<file path="src/rtl/plab5_mcore_mem_sec_arbiter.sv">
// ============================================================================
// Module      : plab5_mcore_mem_sec_arbiter
// Description : Round-robin arbiter sharing one memory port between a
//               non-secure (port 0) and a secure (port 1) requester, with
//               domain tagging and owner-only response routing.
// Revision    : 1.0 - initial release
// ============================================================================
`default_nettype none

module plab5_mcore_mem_sec_arbiter #(
  parameter int p_opaque_nbits = 8,
  parameter int p_addr_nbits   = 32,
  parameter int p_data_nbits   = 32,
  parameter int req_nbits      = 3 + p_opaque_nbits + p_addr_nbits
                                 + $clog2(p_data_nbits/8) + p_data_nbits,
  parameter int resp_nbits     = 3 + p_opaque_nbits + 2
                                 + $clog2(p_data_nbits/8) + p_data_nbits
)(
  input  logic                  clk,
  input  logic                  reset,

  input  logic [req_nbits-1:0]  req0_msg,
  input  logic                  req0_val,
  output logic                  req0_rdy,
  output logic [resp_nbits-1:0] resp0_msg,
  output logic                  resp0_val,
  input  logic                  resp0_rdy,

  input  logic [req_nbits-1:0]  req1_msg,
  input  logic                  req1_val,
  output logic                  req1_rdy,
  output logic [resp_nbits-1:0] resp1_msg,
  output logic                  resp1_val,
  input  logic                  resp1_rdy,

  output logic [req_nbits-1:0]  mem_req_msg,
  output logic                  mem_req_val,
  input  logic                  mem_req_rdy,
  output logic                  mem_req_domain,

  input  logic [resp_nbits-1:0] mem_resp_msg,
  input  logic                  mem_resp_val,
  output logic                  mem_resp_rdy,
  output logic                  mem_resp_domain,

  output logic                  busy
);

  localparam logic [1:0] c_STATE_IDLE   = 2'd0;
  localparam logic [1:0] c_STATE_REQ    = 2'd1;
  localparam logic [1:0] c_STATE_RESP   = 2'd2;
  localparam logic [1:0] c_STATE_UNUSED = 2'd3;

  logic [1:0]           r_state;
  logic                 r_prio;
  logic                 r_owner;
  logic [req_nbits-1:0] r_msg;

  logic                 w_in_idle;
  logic                 w_in_req;
  logic                 w_in_resp;
  logic                 w_any_val;
  logic                 w_grant;
  logic                 w_req_fire;
  logic                 w_mem_req_fire;
  logic                 w_mem_resp_fire;

  assign w_in_idle = (r_state == c_STATE_IDLE);
  assign w_in_req  = (r_state == c_STATE_REQ);
  assign w_in_resp = (r_state == c_STATE_RESP);
  assign w_any_val = req0_val | req1_val;

  // Priority port wins when it is valid; otherwise the other port (if valid).
  always_comb begin
    w_grant = r_prio;
    if (r_prio == 1'b0) begin
      w_grant = req0_val ? 1'b0 : 1'b1;
    end else begin
      w_grant = req1_val ? 1'b1 : 1'b0;
    end
  end

  // Every handshake output is held low while reset is asserted, even if the
  // state register still holds a mid-transaction value.
  assign req0_rdy = !reset && w_in_idle && w_any_val && (w_grant == 1'b0);
  assign req1_rdy = !reset && w_in_idle && w_any_val && (w_grant == 1'b1);

  assign mem_req_val     = !reset && w_in_req;
  assign mem_req_msg     = r_msg;
  assign mem_req_domain  = r_owner;
  assign mem_resp_domain = r_owner;

  assign mem_resp_rdy = !reset && w_in_resp && (r_owner ? resp1_rdy : resp0_rdy);

  assign resp0_val = !reset && w_in_resp && !r_owner && mem_resp_val;
  assign resp1_val = !reset && w_in_resp &&  r_owner && mem_resp_val;
  assign resp0_msg = (w_in_resp && !r_owner) ? mem_resp_msg : '0;
  assign resp1_msg = (w_in_resp &&  r_owner) ? mem_resp_msg : '0;

  assign busy = !reset && !w_in_idle;

  assign w_req_fire      = (req0_val && req0_rdy) || (req1_val && req1_rdy);
  assign w_mem_req_fire  = mem_req_val && mem_req_rdy;
  assign w_mem_resp_fire = mem_resp_val && mem_resp_rdy;

  always_ff @(posedge clk) begin
    if (reset) begin
      r_state <= c_STATE_IDLE;
      r_prio  <= 1'b0;
      r_owner <= 1'b0;
      r_msg   <= '0;
    end else begin
      case (r_state)
        c_STATE_IDLE: begin
          if (w_req_fire) begin
            r_msg   <= w_grant ? req1_msg : req0_msg;
            r_owner <= w_grant;
            r_prio  <= ~w_grant;
            r_state <= c_STATE_REQ;
          end
        end
        c_STATE_REQ: begin
          if (w_mem_req_fire) begin
            r_state <= c_STATE_RESP;
          end
        end
        c_STATE_RESP: begin
          if (w_mem_resp_fire) begin
            r_state <= c_STATE_IDLE;
          end
        end
        c_STATE_UNUSED: begin
          r_state <= c_STATE_IDLE;
        end
        default: begin
          r_state <= c_STATE_IDLE;
        end
      endcase
    end
  end

endmodule

`default_nettype wire
</file>
<file path="config.mk">
export PLATFORM = sky130hd
export DESIGN_NAME = plab5_mcore_mem_sec_arbiter
export DESIGN_NICKNAME = d
export VERILOG_FILES = /design/src/rtl/plab5_mcore_mem_sec_arbiter.sv
export SDC_FILE = /design/constraint.sdc
export NUM_CORES = 1
export LEC_CHECK = 0
export CAP_MARGIN = 10
export CORE_AREA = 2 2 152 154
export DETAILED_ROUTE_END_ITERATION = 8
export DIE_AREA = 0 0 154 156
export GPL_ROUTABILITY_DRIVEN = 0
export GPL_TIMING_DRIVEN = 0
export PLACE_DENSITY_LB_ADDON = 0.1
export REMOVE_ABC_BUFFERS = 1
export SYNTH_ARGS = -nofsm -noshare
export SYNTH_HDL_FRONTEND = slang
export SYNTH_SLANG_ARGS = --single-unit
</file>
<file path="constraint.sdc">
create_clock -name clk -period 1.3 [get_ports clk]
set_input_delay 0.195 -clock clk [delete_from_list [all_inputs] [get_ports clk]]
set_output_delay 0.195 -clock clk [all_outputs]
set_load 0.005 [all_outputs]
</file>
==> results of run 1 <==
==> routing by layer <==
metal	GRT usage, %	wire [um]	vias up	share of wire, %
met4	13.0	1430	0	5.0
met1	23.6	10300	2982	36
met3	5.78	2000	62	7.0
met2	42.5	14900	304	52
met5	0	0	-	0
li1	-	-	2795	-
==> what timing repair did <==
item                                    CTS  global route
gates resized for setup                 745           138
hold buffers                              0             0
hold endpoints to repair                  0             0
gates cloned                             35             2
endpoints found under the setup margin  261           184
pin swaps                               127            72
setup buffers                            87            17
==> power by group through the flow <==
stage                     registers, mW  clock network [mW]  logic, mW
after floorplan                    2.93                   0      0.544
after global placement             2.93                   0       2.05
after detailed placement           2.94                   0       2.20
after CTS                          2.86                2.73       3.25
after global routing               2.90                2.80       3.52
final                              2.87                2.65       3.34
==> final cells by class <==
class	instances	area share, %
inverters	1	0.0347
repair buffers	511	52.0
flip-flops and latches	81	15.2
clock buffers	10	2.21
multi-input cells	345	26.7
well taps	285	3.30
clock inverters	6	0.521
==> through the flow <==
step	setup TNS [ns]	instances	hold WS [ns]
6_report	-65.91	1239	0.352
5_1_grt	-74.65	1239	0.359
4_1_cts	-70.62	1235	0.313
3_5_place_dp	-221.16	1098	0.467
3_3_place_gp	-615.67	1086	0.467
2_1_floorplan	-205.91	413	0.264
==> sequential cells by signal, indices dropped and copies added, names as in the netlist <==
name	flops
r_prio	1
mem_req_domain	1
mem_req_msg	77
r_state	2
==> path summary, 6_finish.rpt <==
kind                                      from                           end  slack (ns)  depth (start not counted)
setup / recovery       r_state[0]$_SDFFE_PP0P_                 resp0_msg[45]       -0.49                          7
hold reg to reg   mem_req_msg[14]$_SDFFE_PP0P_  mem_req_msg[14]$_SDFFE_PP0P_        0.48                          1
setup reg to reg       r_state[1]$_SDFFE_PP0P_  mem_req_msg[38]$_SDFFE_PP0P_       -0.40                          8
hold / removal                           reset  mem_req_msg[23]$_SDFFE_PP0P_        0.35                          2
==> cell usage after synthesis <==
master     count  area (um^2)
a21boi_1       1         7.51
inv_1          1         3.75
buf_2         12         60.1
a21oi_1        3         15.0
nor4_1         1         6.26
buf_1          1         3.75
a31oi_1       27          169
dfxtp_1       81         1620
nor3_4         1         16.3
a21oi_2        1         8.76
nor3_1         4         20.0
or2_2          2         12.5
and2_1        48          300
nor2_1         5         18.8
nor3b_1        1         7.51
nand4_1       27          169
buf_4          2         15.0
nand3b_1       1         7.51
mux2i_1        1         10.0
a221o_1       50          500
and3_1        98          613
clkbuf_1      41          154
nand2b_1       2         12.5
buf_6          5         56.3
clkbuf_2       1         5.00
and2b_1        1         7.51
nand2_1        1         3.75
o21ai_0       28          140
a2111oi_0      1         8.76
nand3_1       27          135
==> cells by family (layout without fill, tap and decap cells) <==
group,after synthesis,after routing,share of synthesized area (%)
and+or+nand+nor,219,233,32.4
AOI/OAI and AO/OA,111,111,20.7
DFF,81,81,39.5
buffers and inverters,63,528,7.25
muxes,1,1,0.244
==> critical path: stages, from the launching register on <==
cell	delay, ns
dfxtp_4	0.38
nand2b_4	0.17
nor2_4	0.11
buf_6	0.12
buf_6	0.12
buf_16	0.12
and2_1	0.12
buf_2	0.11
==> out/results.md, run 1 <==
* output port — capturing element type of the critical path
* 0 — antenna cells
* 4.96 — Vias/cell
* 23.0% — all-layer global routing usage
* 1.60 ns — WP data arrival
* 7 — critical path fanouts, max
* 181 — final-report setup violation count
* done — clock tree from TritonCTS
* 0.558 GHz — Fmax achieved
* 1.79 ns — shortest period the worst path allows
* 0 — number of synthesis warnings
* 6.15 mW — cell-internal power
* 0.0111 ns — worst clock skew on the final layout
* 1 — antenna violations before repair
* 8.65 um^2 — mean post-synth cell area
* 30.6% — switching part of the total
* clkbuf_16 — clock root buffer
* 4110 um^2 — Post-Syn Area
* flop — CP startpoint kind
* 0.36 ns — Clock Latency Late Sink
* 1650 um^2 — register area
* 0.564 ns — measured slew at the worst slew-check pin
* 0 — antenna viol nets, final
* 154 um — die outline width
* 30 — count of distinct cell types in the synthesized netlist
* 39 — largest net degree at the start of global routing
* 23.2 um — wire per inst
* negative setup slack — violated checks
* 29.9% — clock network fraction of design power
* 0 — Final Hold Fails
* 1158 — # nets final
* 41.3 mm — global-route wire length before repair
* 4.83 nW — leakage power summed over all cells
* 0 — Pins Over Slew Limit
* 2.71 mW — net load switching power
* 389 — top-level I/O count
* 475 — cell count after synthesis
* 163% — Synth-to-Final Area Change
* 2037 — Fillers
* flop to output port — type of the worst setup path
* 24000 um^2 — Total Die Area
* 0.585 mV — Worst IR Drop VDD
* clkdlybuf4s50_1 — most common cell after layout, fill and taps aside
* 8.86 mW — power after layout
* 3 — total number of H-tree levels
* 9 — Num CTS Buffers
* 2890 um^2 — area of combinational cells with multiple inputs
* 62.4% — relative max-transition margin
* 10800 um^2 — area of all placed cells without fillers
* 55 — standard-cell rows
* true — unrepaired setup endpoints after global routing
* 18.4% — effective utilization at floorplan
* -0.492 ns — min setup slack post-route
* clkdlybuf4s50_1 (205), buf_6 (132), dlygate4sd2_1 (78) — leading cell types in the layout, fill and taps excluded
* 819 nW/um^2 — power per cell area
* 32.4% — sequential power share
* 0 — post-detailed-route DRC marker count
* 22400 um^2 — standard cell core area
* 6143 — total number of vias
* 1.11 ns — Data required, critical path
* 138% — Final Cycle Share
* 81 — post-synthesis sequential element count
* 6541 — vias in the first global route
* 37.7% — Logic pwr share
* 16.6 mm — HPWL after detailed placement
* 48.4% — final core utilization
* 8320 um^2 — total placed instance area
* 42.7% — proportion of layout cells with a drive suffix above 1
* 81 — number of sinks driven by the clock tree
* 156 um — die boundary height
* 0 — Max-cap violations
* 39.5% — sequential fraction of the synthesis area
* -1.99 ns — pre-CTS setup slack
* input pin to flop — worst hold path type
* 219 — 1st-iter DRT viols
* 4 — number of detailed-route iterations in the first pass
* 0 — total congestion overflow after global routing
* 0.07 ns — clock edge transition at the registers on the reported setup and hold paths
* 2 — buffers from clock root to sink, at most
* 28.7 mm — sum of routed wire length over all layers
* 388 — number of I/O port buffers
* finished, violations left — status
(Power assumes the default switching activity.)
==> run 2: changes to the inputs <==
--- a/config.mk
+++ b/config.mk
@@ -12,4 +12,5 @@
 export GPL_ROUTABILITY_DRIVEN = 0
 export GPL_TIMING_DRIVEN = 0
+export HOLD_SLACK_MARGIN = 0.08
 export PLACE_DENSITY_LB_ADDON = 0.1
 export REMOVE_ABC_BUFFERS = 1
==> constraint.sdc (replaced) <==
create_clock -name clk -period 1.3 [get_ports clk]
set_input_delay 0.195 -clock clk [delete_from_list [all_inputs] [get_ports clk]]
set_output_delay 0.195 -clock clk [all_outputs]
set_load 0.05 [all_outputs]
==> run 2 against run 1 <==
Compared with the run above:
- the run still ends with negative setup slack left
- via count is 3.8% lower
- sequential cell count did not move
- maximum frequency decreased by 3.4%
- setup slack got worse by 0.063 ns
- routed wire length down 4.8%
- clock skew hardly changed
- die area unchanged
- non-clock buffer count fell by 37
- critical path type unchanged
- critical endpoint is now resp0_msg[27]
- largest cell class unchanged
- highest routed layer unchanged
==> out/results.md, run 2 (synthesized netlist as in run 1, its figures left out) <==
* 0.0109 ns — worst clock skew on the final layout, -0.000210 ns
* -2.29 ns — pre-CTS setup slack, -0.302 ns
* 1.86 ns — shortest period the worst path allows, +0.0628 ns
* 37.3% — met2 Usage GRT, -5.3 points
* 2 — buffers from clock root to sink, at most, unchanged
* 8320 um^2 — total placed instance area, unchanged
* 2 — antenna violations before repair, +1
* mem_req_msg[55]$_SDFFE_PP0P_ — end of the worst register-to-register path
* 183 — final-report setup violation count, +1.1%
* output port — capturing element type of the critical path
* 0 — Pins Over Slew Limit, unchanged
* 27.3 mm — sum of routed wire length over all layers, -4.8%
* 22400 um^2 — standard cell core area, unchanged
* reset — origin of the worst min-delay path
* 16.6 mm — HPWL after detailed placement, unchanged
* mem_req_msg[23]$_SDFFE_PP0P_ — hold worst-path end
* 389 — top-level I/O count, unchanged
* 2034 — Fillers, -0.15%
* 64.2% — relative max-transition margin, +1.8 points
* 0.585 mV — Worst IR Drop VDD, about the same
* 4.78% — GRT met3 Usage, -1.0 points
* done — clock tree from TritonCTS
* r_state[1]$_SDFFE_PP0P_ — r2r startpoint
* 5768 — vias in the first global route, -12%
* 0 — Max-cap violations, unchanged
* negative setup slack — violated checks
* 0.537 ns — measured slew at the worst slew-check pin, -0.0274 ns
* 0.539 GHz — Fmax achieved, -3.4%
* flop to output port — type of the worst setup path
* 0.35 ns — Clock Latency Late Sink, about the same
* 905 nW/um^2 — power per cell area, +10%
* 4.94 — Vias/cell, -0.45%
* 9 — Num CTS Buffers, unchanged
* 273 — 1st-iter DRT viols, +25%
* flop — CP startpoint kind
* 46.9% — final core utilization, -1.5 points
* met2 — Most Used Layer, Global Route
* finished, violations left — status
* 39 — largest net degree at the start of global routing, unchanged
* 0 — antenna viol nets, final, unchanged
* 1.66 ns — WP data arrival, +0.06 ns
* input pin to flop — worst hold path type
* 20.3% — M1 GR Usage, -3.3 points
* 46.4% — proportion of layout cells with a drive suffix above 1, +3.8 points
* 156 um — die boundary height, unchanged
* -0.555 ns — min setup slack post-route, -0.0628 ns
* 22.8 um — wire per inst, -1.5%
* 1.11 ns — Data required, critical path, about the same
* 388 — number of I/O port buffers, unchanged
* 4.43 nW — leakage power summed over all cells, -8.3%
* 1115 — # nets final, -3.7%
* 18.4% — effective utilization at floorplan, unchanged
* 0.345 ns — worst hold slack, -0.00665 ns
* 143% — Final Cycle Share, +4.8 points
* 1630 um^2 — register area, -0.68%
* 0 — Final Hold Fails, unchanged
* 81 — number of sinks driven by the clock tree, unchanged
* 9 — Worst Reg-to-Reg Cells, +1
* 55 — standard-cell rows, unchanged
* clkbuf_16 — clock root buffer
* 3 — total number of H-tree levels, unchanged
* 0.07 ns — clock edge transition at the registers on the reported setup and hold paths, about the same
* 7 — critical path fanouts, max, unchanged
* 4 — number of detailed-route iterations in the first pass, unchanged
* 154 um — die outline width, unchanged
* 19.7% — all-layer global routing usage, -3.3 points
* clkdlybuf4s50_1 (205), buf_8 (84), dfxtp_1 (77) — leading cell types in the layout, fill and taps excluded
* 77 — max reg flops, unchanged
* 2 — number of cells on the worst hold path, unchanged
* clkdlybuf4s50_1 — most common cell after layout, fill and taps aside
* 24000 um^2 — Total Die Area, unchanged
* 155% — Synth-to-Final Area Change
* 35.9 mm — global-route wire length before repair, -13%
* 0 — total congestion overflow after global routing, unchanged
* 5908 — total number of vias, -3.8%
* 10500 um^2 — area of all placed cells without fillers, -3.0%
* 0 — post-detailed-route DRC marker count, unchanged
* true — unrepaired setup endpoints after global routing
* -0.49 ns — R2R Setup Slk, -0.09 ns
* 2820 um^2 — area of combinational cells with multiple inputs, -2.6%
run 2: cell types whose count changed in the layout (fill, tap and decap cells not counted), moves of 11 or more:
cell | previous run | this run
buf_16 | 20 | 7
o21ai_2 | 11 | 0
dlygate4sd2_1 | 78 | 1
o21ai_1 | 11 | 0
buf_8 | 7 | 84
o21ai_0 | 6 | 28
clkbuf_16 | 10 | 21
clkbuf_2 | 1 | 67
buf_6 | 132 | 34
buf_2 | 22 | 11
run 2: cell type report:
type                       instances  area share, %
antenna                            1         0.0239
multi-input combinational        339           26.9
tap                              285           3.40
inverter                           1         0.0358
timing repair buffer             474           51.3
clock buffer                      10           2.28
clock inverter                     6          0.537
sequential                        81           15.6
run 2: where the power goes:
part / total (mW) / internal (mW) / switching (mW)
clock network: 2.62 / 1.39 / 1.23
registers: 2.87 / 2.71 / 0.152
logic: 4.00 / 1.83 / 2.17
run 2: per-layer routing:
layer  routed length [um]  vias up  share of wire [%]
met5                    0        -                  0
met4                 1110        0                4.1
met3                 1900       61                7.0
met2                14200      297                 52
met1                10100     2850                 37
li1                     -     2700                  -
run 2: how the worst max path moves through the flow:
stage / start / endpoint / cells after the start
finish: r_state[0]$_SDFFE_PP0P_ / resp0_msg[27] / 7
CTS: r_state[0]$_SDFFE_PP0P_ / resp0_msg[40] / 7
detailed placement: req0_val / req1_rdy / 5
floorplan: r_state[1]$_SDFFE_PP0P_ / mem_req_msg[10]$_SDFFE_PP0P_ / 3
global placement: reset / req1_rdy / 4
global route: r_state[0]$_SDFFE_PP0P_ / resp0_msg[27] / 7
run 2: worst max-delay path: stages (launching register included):
cell and delay (ns):
dfxtp_4 0.37, nand2b_4 0.17, nor2_4 0.11, buf_12 0.13, buf_12 0.11, clkbuf_16 0.14, and2_4 0.15, buf_8 0.14
run 2: repair_timing:
item / in CTS / in global routing
gates cloned: 10 / 17
pin swaps: 9 / 92
buffers inserted: 30 / 25
gates resized for setup: 814 / 385
hold buffers: 0 / 0
setup endpoints to repair: 261 / 252
run 2: metrics by stage:
| stage | total power [mW] | cells | setup TNS (ns) |
|---|---|---|---|
| floorplan | 4.45 | 413 | -305.74 |
| global placement | 5.96 | 1086 | -648.65 |
| detailed placement | 6.12 | 1098 | -254.01 |
| CTS | 9.14 | 1154 | -97.20 |
| global route | 9.85 | 1197 | -82.01 |
| finish | 9.49 | 1197 | -72.59 |
==> run 3: changes to the inputs <==
Settings changed: GPL_ROUTABILITY_DRIVEN 0 to not set.
Clock period 1.3 ns to 1.5 ns, I/O delays scaled along.
==> run 3 against run 2 <==
Compared with the run above:
- the flow still finishes with violations (negative setup slack)
- sequential share of layout area decreased by 0.58 points
- clock-buffer cell count unchanged
- power fell by 13%
- worst hold slack gained 0.019 ns
- first-iteration DRC count shrank 18%
- cell count down 0.67%
- critical path depth did not move
- die area did not move
- via count decreased by 0.90%
- setup slack better by 0.16 ns
- clock power decreased by 13%
- utilization grew 1.8 points
==> out/results.md, run 3 (synthesized netlist as in run 1, its figures left out) <==
* 8320 um^2 — total placed instance area, unchanged
* 10900 um^2 — area of all placed cells without fillers, +3.9%
* 5.17 nW — leakage power summed over all cells, +17%
* 38.0% — proportion of layout cells with a drive suffix above 1, -8.4 points
* 81 — number of sinks driven by the clock tree, unchanged
* input pin to flop — worst hold path type
* 760 nW/um^2 — power per cell area, -16%
* 0 — Final Hold Fails, unchanged
* done — clock tree from TritonCTS
* 178 — final-report setup violation count, -2.7%
* 4 — number of detailed-route iterations in the first pass, unchanged
* 0.365 ns — worst hold slack, +0.0195 ns
* 0 — Pins Over Slew Limit, unchanged
* 3 — total number of H-tree levels, unchanged
* 165% — Synth-to-Final Area Change
* 9 — Num CTS Buffers, unchanged
* 19.7% — all-layer global routing usage, unchanged
* 1.27 ns — Data required, critical path, +0.16 ns
* 22.6 um — wire per inst, -0.88%
* flop to output port — type of the worst setup path
* negative setup slack — violated checks
* 55 — standard-cell rows, unchanged
* 1.89 ns — shortest period the worst path allows
* -0.393 ns — min setup slack post-route, +0.162 ns
* 0.528 GHz — Fmax achieved
* 2 — antenna violations before repair, unchanged
* true — unrepaired setup endpoints after global routing
* 0.858 — final weighted congestion in routability-driven placement
* 35.9 mm — global-route wire length before repair, unchanged
* clkdlybuf4s50_1 (205), buf_8 (84), dfxtp_1 (77) — leading cell types in the layout, fill and taps excluded
* clkdlybuf4s50_1 — most common cell after layout, fill and taps aside
* 225 — 1st-iter DRT viols, -18%
* 0.35 ns — Clock Latency Late Sink, about the same
* 0 — number of buffers inserted by hold repair at cts, unchanged
* 24000 um^2 — Total Die Area, unchanged
* 0.00887 ns — worst clock skew on the final layout, -0.00203 ns
* 9 — Worst Reg-to-Reg Cells, unchanged
* 62.7% — relative max-transition margin, -1.5 points
* output port — capturing element type of the critical path
* 22400 um^2 — standard cell core area, unchanged
* 16.6 mm — HPWL after detailed placement, unchanged
* 1098 — number of placed cells counting well taps, unchanged
* 0 — total congestion overflow after global routing, unchanged
* clkbuf_16 — clock root buffer
* -0.28 ns — R2R Setup Slk, +0.21 ns
* 26.9 mm — sum of routed wire length over all layers, -1.5%
* 388 — number of I/O port buffers, unchanged
* 1107 — # nets final, -0.72%
* finished, violations left — status
* 0 — post-detailed-route DRC marker count, unchanged
* 0 — Max-cap violations, unchanged
* 126% — Final Cycle Share
* 0.561 ns — measured slew at the worst slew-check pin, +0.0239 ns
* 0 — antenna viol nets, final, unchanged
* -2.15 ns — pre-CTS setup slack, +0.140 ns
* r_state[1]$_SDFFE_PP0P_ — r2r startpoint
* 77 — max reg flops, unchanged
* 4.92 — Vias/cell, -0.23%
* 156 um — die boundary height, unchanged
* 5767 — vias in the first global route, -0.017%
* mem_req_msg[6]$_SDFFE_PP0P_ — end of the worst register-to-register path
* 2 — number of cells on the worst hold path, unchanged
* mem_req_msg[23]$_SDFFE_PP0P_ — hold worst-path end
* 389 — top-level I/O count, unchanged
* 5855 — total number of vias, -0.90%
* 2 — buffers from clock root to sink, at most, unchanged
* 154 um — die outline width, unchanged
* 1189 — final cell count without fillers, -0.67%
* 0.07 ns — clock edge transition at the registers on the reported setup and hold paths, about the same
* 0.520 mV — Worst IR Drop VDD, -11%
* 1.67 ns — WP data arrival, about the same
* flop — CP startpoint kind
* 18.4% — effective utilization at floorplan, unchanged
* 7 — critical path fanouts, max, unchanged
* reset — origin of the worst min-delay path
* 39 — largest net degree at the start of global routing, unchanged
[run 3: cell count changes in the layout (fill, tap and decap cells not counted), sizes merged]
| cell | before | now |
|---|---|---|
| clkdlybuf4s15 | 1 | 17 |
| dlygate4sd2 | 1 | 9 |
| dlymetal6s2s | 0 | 50 |
| clkbuf | 89 | 24 |
| buf | 187 | 170 |
[run 3: stage by stage]
| stage | utilization, % | TNS [ns] | total power [mW] |
|---|---|---|---|
| 2_1_floorplan | - | -272.40 | 3.86 |
| 3_3_place_gp | 36.0 | -615.56 | 5.16 |
| 3_5_place_dp | 37.2 | -221.01 | 5.30 |
| 4_1_cts | 41.7 | -49.06 | 7.90 |
| 5_1_grt | 48.7 | -47.89 | 8.59 |
| 6_report | 48.7 | -39.13 | 8.28 |
[run 3: worst max path at each step]
stage,cells after the start,end,slack (ns),start
after floorplan,3,mem_req_msg[10]$_SDFFE_PP0P_,-2.31,r_state[1]$_SDFFE_PP0P_
after global placement,4,req1_rdy,-6.14,reset
after detailed placement,5,req1_rdy,-2.15,req0_val
after CTS,7,resp0_msg[40],-0.41,r_state[0]$_SDFFE_PP0P_
after global routing,7,resp0_msg[27],-0.45,r_state[0]$_SDFFE_PP0P_
final,7,resp0_msg[27],-0.39,r_state[0]$_SDFFE_PP0P_
[run 3: worst max-delay path: stages (launching register included)]
cell	delay, ns
dfxtp_4	0.37
nand2b_4	0.17
nor2_4	0.11
buf_12	0.13
buf_12	0.11
clkbuf_16	0.14
and2_4	0.15
buf_8	0.14
[run 3: layout make-up]
cell class / count / area (um^2)
Antenna cell: 1 / 2.50
Inverter: 1 / 3.75
Tap cell: 285 / 357
Timing Repair Buffer: 466 / 5780
Multi-Input combinational cell: 339 / 2830
Sequential cell: 81 / 1630
Clock inverter: 6 / 56.3
Fill cell: 1997 / 11500
Clock buffer: 10 / 239
[run 3: what timing repair did]
action	in CTS	in global routing
pin swaps	11	78
resized for setup	803	304
cloned	10	15
buffers inserted	30	19
endpoints found under the setup margin	260	245
[run 3: layer usage]
| metal | up-vias | share of wire (%) | GRT usage, % |
|---|---|---|---|
| met5 | - | 0 | 0 |
| met4 | 0 | 3.6 | 9.21 |
| met3 | 50 | 6.9 | 4.75 |
| met2 | 283 | 53 | 37.6 |
| met1 | 2831 | 37 | 20.2 |
| li1 | 2691 | - | - |
[run 3: power breakdown]
part | switching (mW) | internal, mW
clock | 1.06 | 1.21
combinational | 1.85 | 1.67
sequential | 0.128 | 2.35
